`src/rtl/axis_insert_arbiter.sv`:
```
// Packet-level round-robin arbiter feeding one header inserter (hdr -> s00, data -> s01).
// Caps in-flight packets by snooping the inserter's output tlast handshake.
//   state    | meaning
//   ST_IDLE  | no grant held; pick next requester when below the in-flight limit
//   ST_GRANT | pass through grant_id's header beat and data beats up to tlast
module axis_insert_arbiter #(
   parameter int DATA_WD         = 32,
   parameter int DATA_BYTE_WD    = DATA_WD/8,
   parameter int NUM_CH          = 4,
   parameter int CH_WD           = $clog2(NUM_CH),
   parameter int MAX_OUTSTANDING = 2
) (
   input  logic                           clk,
   input  logic                           rst_n,
   input  logic [NUM_CH-1:0]              s_hdr_tvalid,
   input  logic [NUM_CH*DATA_WD-1:0]      s_hdr_tdata,
   input  logic [NUM_CH*DATA_BYTE_WD-1:0] s_hdr_tkeep,
   output logic [NUM_CH-1:0]              s_hdr_tready,
   input  logic [NUM_CH-1:0]              s_dat_tvalid,
   input  logic [NUM_CH*DATA_WD-1:0]      s_dat_tdata,
   input  logic [NUM_CH*DATA_BYTE_WD-1:0] s_dat_tkeep,
   input  logic [NUM_CH-1:0]              s_dat_tlast,
   output logic [NUM_CH-1:0]              s_dat_tready,
   output logic                           m_hdr_tvalid,
   output logic [DATA_WD-1:0]             m_hdr_tdata,
   output logic [DATA_BYTE_WD-1:0]        m_hdr_tkeep,
   input  logic                           m_hdr_tready,
   output logic                           m_dat_tvalid,
   output logic [DATA_WD-1:0]             m_dat_tdata,
   output logic [DATA_BYTE_WD-1:0]        m_dat_tkeep,
   output logic                           m_dat_tlast,
   input  logic                           m_dat_tready,
   input  logic                           mon_tvalid,
   input  logic                           mon_tready,
   input  logic                           mon_tlast,
   output logic [CH_WD-1:0]               grant_id,
   output logic                           busy,
   output logic [3:0]                     outstanding
);

   typedef enum logic {ST_IDLE = 1'b0, ST_GRANT = 1'b1} state_t;

   state_t           r_state;
   state_t           w_state_nxt;
   logic [CH_WD-1:0] r_rr_ptr;
   logic [CH_WD-1:0] r_grant_id;
   logic             r_hdr_done;
   logic             r_dat_done;
   logic [3:0]       r_outstanding;

   logic             w_req_any;
   logic [CH_WD-1:0] w_winner;
   logic             w_grant_start;
   logic             w_sel_hvalid;
   logic             w_sel_dvalid;
   logic             w_hdr_hs;
   logic             w_dat_last_hs;
   logic             w_pkt_done;
   logic             w_mon_last;
   logic [CH_WD-1:0] w_rr_nxt;

   // Descending scan so the requester closest to r_rr_ptr is the one left standing.
   always_comb begin
      w_req_any = 1'b0;
      w_winner  = '0;
      for (int k = NUM_CH-1; k >= 0; k--) begin
         if (s_hdr_tvalid[(int'(r_rr_ptr) + k) % NUM_CH]) begin
            w_req_any = 1'b1;
            w_winner  = CH_WD'((int'(r_rr_ptr) + k) % NUM_CH);
         end
      end
   end

   assign busy          = (r_state == ST_GRANT);
   assign w_grant_start = (r_state == ST_IDLE) && w_req_any &&
                          (r_outstanding < 4'(MAX_OUTSTANDING));

   always_comb begin
      w_sel_hvalid = 1'b0;
      w_sel_dvalid = 1'b0;
      m_hdr_tdata  = '0;
      m_hdr_tkeep  = '0;
      m_dat_tdata  = '0;
      m_dat_tkeep  = '0;
      m_dat_tlast  = 1'b0;
      s_hdr_tready = '0;
      s_dat_tready = '0;
      for (int i = 0; i < NUM_CH; i++) begin
         if (r_grant_id == CH_WD'(i)) begin
            w_sel_hvalid    = s_hdr_tvalid[i];
            w_sel_dvalid    = s_dat_tvalid[i];
            m_hdr_tdata     = s_hdr_tdata[i*DATA_WD +: DATA_WD];
            m_hdr_tkeep     = s_hdr_tkeep[i*DATA_BYTE_WD +: DATA_BYTE_WD];
            m_dat_tdata     = s_dat_tdata[i*DATA_WD +: DATA_WD];
            m_dat_tkeep     = s_dat_tkeep[i*DATA_BYTE_WD +: DATA_BYTE_WD];
            m_dat_tlast     = s_dat_tlast[i];
            s_hdr_tready[i] = busy & m_hdr_tready & ~r_hdr_done;
            s_dat_tready[i] = busy & m_dat_tready & ~r_dat_done;
         end
      end
      m_hdr_tvalid = busy & w_sel_hvalid & ~r_hdr_done;
      m_dat_tvalid = busy & w_sel_dvalid & ~r_dat_done;
   end

   assign w_hdr_hs      = m_hdr_tvalid & m_hdr_tready;
   assign w_dat_last_hs = m_dat_tvalid & m_dat_tready & m_dat_tlast;
   assign w_pkt_done    = busy & (r_hdr_done | w_hdr_hs) & (r_dat_done | w_dat_last_hs);
   assign w_mon_last    = mon_tvalid & mon_tready & mon_tlast;
   assign w_rr_nxt      = (r_grant_id == CH_WD'(NUM_CH-1)) ? '0 : r_grant_id + CH_WD'(1);

   always_ff @(posedge clk or negedge rst_n) begin
      if (!rst_n) r_state <= ST_IDLE;
      else        r_state <= w_state_nxt;
   end

   always_comb begin
      w_state_nxt = r_state;
      case (r_state)
         ST_IDLE:  if (w_grant_start) w_state_nxt = ST_GRANT;
         ST_GRANT: if (w_pkt_done)    w_state_nxt = ST_IDLE;
         default:  w_state_nxt = ST_IDLE;
      endcase
   end

   always_ff @(posedge clk or negedge rst_n) begin
      if (!rst_n) begin
         r_rr_ptr   <= '0;
         r_grant_id <= '0;
         r_hdr_done <= 1'b0;
         r_dat_done <= 1'b0;
      end else if (w_grant_start) begin
         r_grant_id <= w_winner;
         r_hdr_done <= 1'b0;
         r_dat_done <= 1'b0;
      end else if (busy) begin
         if (w_hdr_hs)      r_hdr_done <= 1'b1;
         if (w_dat_last_hs) r_dat_done <= 1'b1;
         if (w_pkt_done)    r_rr_ptr   <= w_rr_nxt;
      end
   end

   // A grant and an output tlast in the same cycle cancel out.
   always_ff @(posedge clk or negedge rst_n) begin
      if (!rst_n)
         r_outstanding <= '0;
      else if (w_grant_start && !w_mon_last)
         r_outstanding <= r_outstanding + 4'd1;
      else if (!w_grant_start && w_mon_last && (r_outstanding != 4'd0))
         r_outstanding <= r_outstanding - 4'd1;
   end

   assign grant_id    = r_grant_id;
   assign outstanding = r_outstanding;

endmodule

```
`config.mk`:
```
export PLATFORM = sky130hd
export DESIGN_NAME = axis_insert_arbiter
export DESIGN_NICKNAME = d
export VERILOG_FILES = /design/src/rtl/axis_insert_arbiter.sv
export SDC_FILE = /design/constraint.sdc
export NUM_CORES = 1
export LEC_CHECK = 0
export BUFFER_PORTS_ARGS = -buffer_cell sky130_fd_sc_hd__buf_2
export CAP_MARGIN = 20
export CORE_AREA = 5 5 152 154
export DETAILED_ROUTE_END_ITERATION = 8
export DIE_AREA = 0 0 157 159
export HOLD_SLACK_MARGIN = 0.06
export PLACE_DENSITY = 0.5
export SLEW_MARGIN = 20
export SYNTH_ARGS = -nofsm -noshare
export SYNTH_HDL_FRONTEND = slang
export SYNTH_SLANG_ARGS = --single-unit
export TNS_END_PERCENT = 10
```
`constraint.sdc`:
```
create_clock -name clk -period 7.6 [get_ports clk]
set_clock_uncertainty 0.15 [all_clocks]
set_input_delay 1.14 -clock clk [delete_from_list [all_inputs] [get_ports clk]]
set_output_delay 1.14 -clock clk [all_outputs]
set_load 0.05 [all_outputs]
```
# ---- After elaboration in Yosys (flattened, before gate mapping)
# Index checks and enable logic that the tools add are counted.
dict set report totals {
  wordCells 130
  reg_bits 11
}
dict set report op_classes {
  order_cmp 5
  n_bitwise 24
  n_reduce_logical 19
  addsub 6
  n_mux 67
  eq_ne 3
}
# cell n
set op_table {}
lappend op_table {{$mux W32} 8}
lappend op_table {{$mux W4} 10}
lappend op_table {{$mux W1} 39}
lappend op_table {{$and A1 B1 Y1} 15}
lappend op_table {{$lt A3 B4 Y1 const B} 3}
lappend op_table {{$mux W2} 5}
lappend op_table {{$bmux W1 S2} 4}
lappend op_table {{$reduce_bool A2 Y1} 4}
lappend op_table {{$reduce_or A2 Y1} 3}
lappend op_table {{$logic_and A1 B1 Y1} 5}
lappend op_table {{$add A2 B1 Y2 const B} 2}
lappend op_table {{$add A2 B2 Y2 const B} 2}
lappend op_table {{$add A4 B1 Y4 const B} 1}
lappend op_table {{$eq A2 B2 Y1 const B} 2}
lappend op_table {{$lt A4 B2 Y1 const B} 1}
lappend op_table {{$not A1 Y1} 4}
lappend op_table {{$reduce_and A2 Y1} 2}
lappend op_table {{$reduce_bool A4 Y1} 1}
lappend op_table {{$sub A4 B1 Y4 const B} 1}
lappend op_table {{$and A1 B1 Y1 const A} 3}
lappend op_table {{$lt A2 B3 Y1 const B} 1}
lappend op_table {{$reduce_and A3 Y1} 1}
lappend op_table {{$eq A2 B1 Y1 const B} 1}
lappend op_table {{$logic_not A1 Y1} 2}
lappend op_table {{other kinds (3)} 4}

# ---- Longest topological paths before layout
dict set report logic_depth {
  depth_word 17
  depth_mapped 10
  depth_no_buf 9
}

# ---- Least setup slack after synthesis
# No wires, ideal clock.
dict set report synth_timing {
  path_type {register to output}
  startpoint {register r_grant_id[1], in the netlist grant_id[1]}
  endpoint {output m_dat_tdata[31]}
  slack_ns 3.325
  path_buffers 3
  t_arrival_ns 2.985
  stages_incl_launch_ff 11
  path_cell_list {dfrtp_1 -> inv_1 -> ha_1 -> buf_4 -> nor2b_1 -> buf_6 -> clkbuf_1 -> a22oi_1 -> nor2_1 -> a21oi_1 -> o21ai_0}
}
dict set report synth_via {
  elab_chain_cells 5
}
# element line
set synth_lines {}
lappend synth_lines {{from (decl)} 46} ;# logic [CH_WD-1:0] r_grant_id;
lappend synth_lines {{from (signal assigned)} 132} ;# r_grant_id <= w_winner;
lappend synth_lines {{$logic_not A2 Y1} 89} ;# if (r_grant_id == CH_WD'(i)) begin
lappend synth_lines {{$mux W32 (3 in series)} 89}
lappend synth_lines {{$mux W32 (*)} 89}
lappend synth_lines {{to (decl)} 29} ;# output logic [DATA_WD-1:0] m_dat_tdata,
# Mark *: on every way between the ends. The rest lies on a longest branch, timed or not.

# ---- Worst setup path after layout
dict set report layout_timing {
  startpoint {register r_grant_id[1], in the netlist grant_id[1]}
  endpoint {output m_dat_tdata[28]}
}
# Same word-level chain as after synthesis.

==> results.py <==
metrics = {
    "worst_setup_path": {
        "critical-path-top-delay-family": "buffers and inverters",
        "worst_path_largest_cell_delay_ns": 0.80,
        "path_buf_inv": 3,
        "worst_path_class_setup": "register to output port",
        "timing.critical_path.cells": "inv_1, ha_2, nor2b_4, buf_4, a22oi_1, nor2_1, a21oi_1, o21ai_0, buf_2",
        "worst_path_max_delay_cell": "sky130_fd_sc_hd__nor2b_4",
        "timing.critical_path.required_ns": 6.31,
        "worstPathArrival_ns": 3.51,
        "critical_path_peak_fanout": 41,
        "worstSetupEndpointType": "output port",
        "worstSetupStartpointType": "register",
    },
    "die": {
        "design.core.area_um2": 21600,
        "design.portCount": 397,
        "number_of_standard_cell_rows_in_the_floorplan": 54,
        "floorplan.die.width_um": 157,
        "die-height_um": 159,
        "start_util": 0.134,
        "die_area_um2": 25000,
    },
    "final_layout": {
        "post_layout_nonfiller_instances": 1139,
        "synthToLayoutAreaGrowth_pct": 79.0,
        "fin_nets": 1174,
        "fill_cell_count": 2433,
        "drive_above_1_share": 0.484,
        "multi_input_comb_area_um2": 2420,
        "antennaDiodeCount": 0,
        "final-seq-area_um2": 275,
    },
    "synth": {
        "ys.warnings.count": 0,
        "synthesized_area_um2": 2880,
        "synth.distinct_cells": 42,
        "synth.ff_latch_count": 11,
        "main_area_contributors_after_synthesis": "sky130_fd_sc_hd__a22oi_1, sky130_fd_sc_hd__a21oi_1, sky130_fd_sc_hd__o21ai_0",
        "synthesis.area_per_instance_um2": 5.71,
        "yosys_most_used_dff": "sky130_fd_sc_hd__dfrtp_1",
        "synth_async_sr_flop_share": 1.00,
        "post_synth_most_frequent_cells": "sky130_fd_sc_hd__a21oi_1, sky130_fd_sc_hd__o21ai_0, sky130_fd_sc_hd__nand2_1, sky130_fd_sc_hd__nor2_1, sky130_fd_sc_hd__a22oi_1",
        "synth_seq_area_share": 0.0954,
        "synth.most_common_cell": "sky130_fd_sc_hd__a21oi_1",
        "synth_enable_flop_cells": 0,
        "post_synth_inst_count": 505,
        "yosys.area.top_type": "sky130_fd_sc_hd__a22oi_1",
        "top_cell_type_s_share_of_synthesized_area": 0.185,
        "net_count_synth": 819,
    },
    "sta": {
        "min_period_over_period": 0.631,
        "fmax_mhz": 208,
        "timing_max_transition_violations_final": 0,
        "total_negative_slack_ns": 0,
        "hold_viol_final": 0,
        "finalWorstPathRequiredPeriod_ns": 4.80,
        "actual_transition_at_the_worst_max_transition_pin_ns": 0.884,
        "setup_viol": 0,
        "setup_repair_after_global_routing_missed_its_margin": "no",
        "maxSlewHeadroom": 0.410,
    },
    "cts": {
        "cts_num_sinks": 11,
        "post_cts.resized_instances": 0,
        "ctsRootBufferMaster": "sky130_fd_sc_hd__clkbuf_16",
        "cts.reportedPaths.clkPinSlew_ns": 0.04,
        "cts.htree.levels": 1,
        "insertion_delay_ns": 0.24,
        "postCtsHoldBufs": 0,
        "post-cts-setup-buffers": 0,
        "cts_tree": "yes",
        "cts_buffers": 3,
        "clk_path_buf_depth": 2,
    },
    "global_routing": {
        "via_count_of_the_first_global_routing_pass": 4712,
        "grt_remaining_overflow": 0,
        "largest_net_degree_at_the_start_of_global_routing": 84,
        "global_route_usage_over_all_layers": 0.123,
        "grt_first_pass_wirelength_um": 25000,
        "grt_antenna_before_repair": 2,
    },
    "pwr": {
        "power.density_cell_area_nw_per_um2": 541,
        "leakage_uw": 0.00269,
        "power.combinational.fraction": 0.919,
        "max-vdd-ir-drop_mv": 0.244,
        "internal_power_uw": 795,
        "power_frac_seq": 0.047,
        "netsw_uw": 2000,
        "power.switching_fraction": 0.715,
        "power.share.clock": 0.034,
    },
    "placed_design": {
        "dpl.hpwl_um": 14400,
        "count_of_buffers_inserted_at_the_top_level_ports": 396,
        "globalplace.congestion": 0.874,
        "numPlacedInstances": 1135,
    },
    "status": {
        "status": "completed",
    },
    "route": {
        "count_of_unresolved_drc_violations_after_routing": 0,
        "detail_routed_via_count_per_cell": 4.41,
        "drt_iter0_markers": 407,
        "drt.antenna.violating_nets": 0,
        "wl_um": 17400,
        "total_number_of_vias": 5025,
        "route.detailed.wl_per_inst_um": 15.2,
        "drtPass1Iterations": 5,
    },
    "flow_run": {
        "drv.max_cap_violation_count": 0,
    },
    "hold_path": {
        "hold_path.class": "register to register",
    },
}
-- final cells by class --
class | count | area share
Multi-Input combinational cell | 437 | 0.468
Timing Repair Buffer | 401 | 0.391
Tap cell | 280 | 0.0678
Sequential cell | 11 | 0.0533
Clock buffer | 3 | 0.0145
Inverter | 6 | 0.00436
Clock inverter | 1 | 0.000969
-- cell usage in the layout, fill, tap and decap left out, types with 3 or more instances in the layout --
cell                        count
sky130_fd_sc_hd__a21oi_1       82
sky130_fd_sc_hd__inv_1          6
sky130_fd_sc_hd__clkbuf_16      3
sky130_fd_sc_hd__ha_1           3
sky130_fd_sc_hd__and2_1         5
sky130_fd_sc_hd__nor2_1        74
sky130_fd_sc_hd__nor3b_1        3
sky130_fd_sc_hd__a22oi_1       71
sky130_fd_sc_hd__buf_4          5
sky130_fd_sc_hd__dfrtp_1       11
sky130_fd_sc_hd__buf_2        396
sky130_fd_sc_hd__and3_1         5
sky130_fd_sc_hd__o21ai_0       77
sky130_fd_sc_hd__nand2_1       75
sky130_fd_sc_hd__nor2b_1        3
-- worst register-to-register path: cells and delay by family, from the launching register on --
family	cells	cell delay (ns)
and+or+nand+nor	2	0.56
buffers and inverters	1	0.12
AOI/OAI and AO/OA	2	0.70
DFF	1	0.45
muxes	1	0.29
adders and majority gates	1	0.74
-- final timing paths --
check                          startpoint              end  slack (ns)  depth (start not counted)
setup reg to reg              grant_id[1]      r_rr_ptr[1]        4.47                          7
hold reg to reg            outstanding[3]   outstanding[3]        0.37                          1
setup / recovery              grant_id[1]  m_dat_tdata[28]        2.80                          9
min in group asynchronous           rst_n      grant_id[1]        0.62                          1
max in group asynchronous           rst_n       r_dat_done        6.46                          1
hold / removal             outstanding[3]   outstanding[3]        0.37                          1
-- power by group through the flow --
stage | sequential [uW] | clock (uW) | combinational [uW]
floorplan | 183 | 0 | 1920
global placement | 132 | 0 | 2580
detailed placement | 131 | 0 | 2580
CTS | 131 | 98.7 | 2590
global route | 136 | 102 | 2770
finish | 131 | 95.9 | 2570
-- per-stage QoR --
stage          instance area [um2]  worst slack [ns]  power (uW)   util  hold WS, ns
6_report                      5160              2.80        2790  0.240        0.374
5_1_grt                       5160              2.46        3010  0.240        0.394
4_1_cts                       5160              2.74        2820  0.240        0.376
3_5_place_dp                  5080              3.01        2710  0.236        0.363
3_3_place_gp                  5080              3.02        2710  0.236        0.361
2_1_floorplan                 2880              3.32        2100      -        0.355
-- state kept, by name (all words and copies together), names as in the netlist --
register and count:
outstanding 4, grant_id 2, r_rr_ptr 2, busy 1, r_dat_done 1, r_hdr_done 1
-- per-layer routing --
layer,global-route usage,vias up,part of all wire
li1,-,2530,-
met1,0.142,2156,0.37
met2,0.230,309,0.50
met3,0.0256,26,0.11
met4,0.0268,4,0.020
met5,0,-,0.0012
-- cells by family after synthesis --
group | share of synthesized area
DFF | 0.0954
AOI/OAI and AO/OA | 0.487
muxes | 0.0252
xor gates and xnor gates | 0.00911
buffers and inverters | 0.0790
and+or+nand+nor | 0.272
adders and majority gates | 0.0330
(Power assumes the default switching activity.)
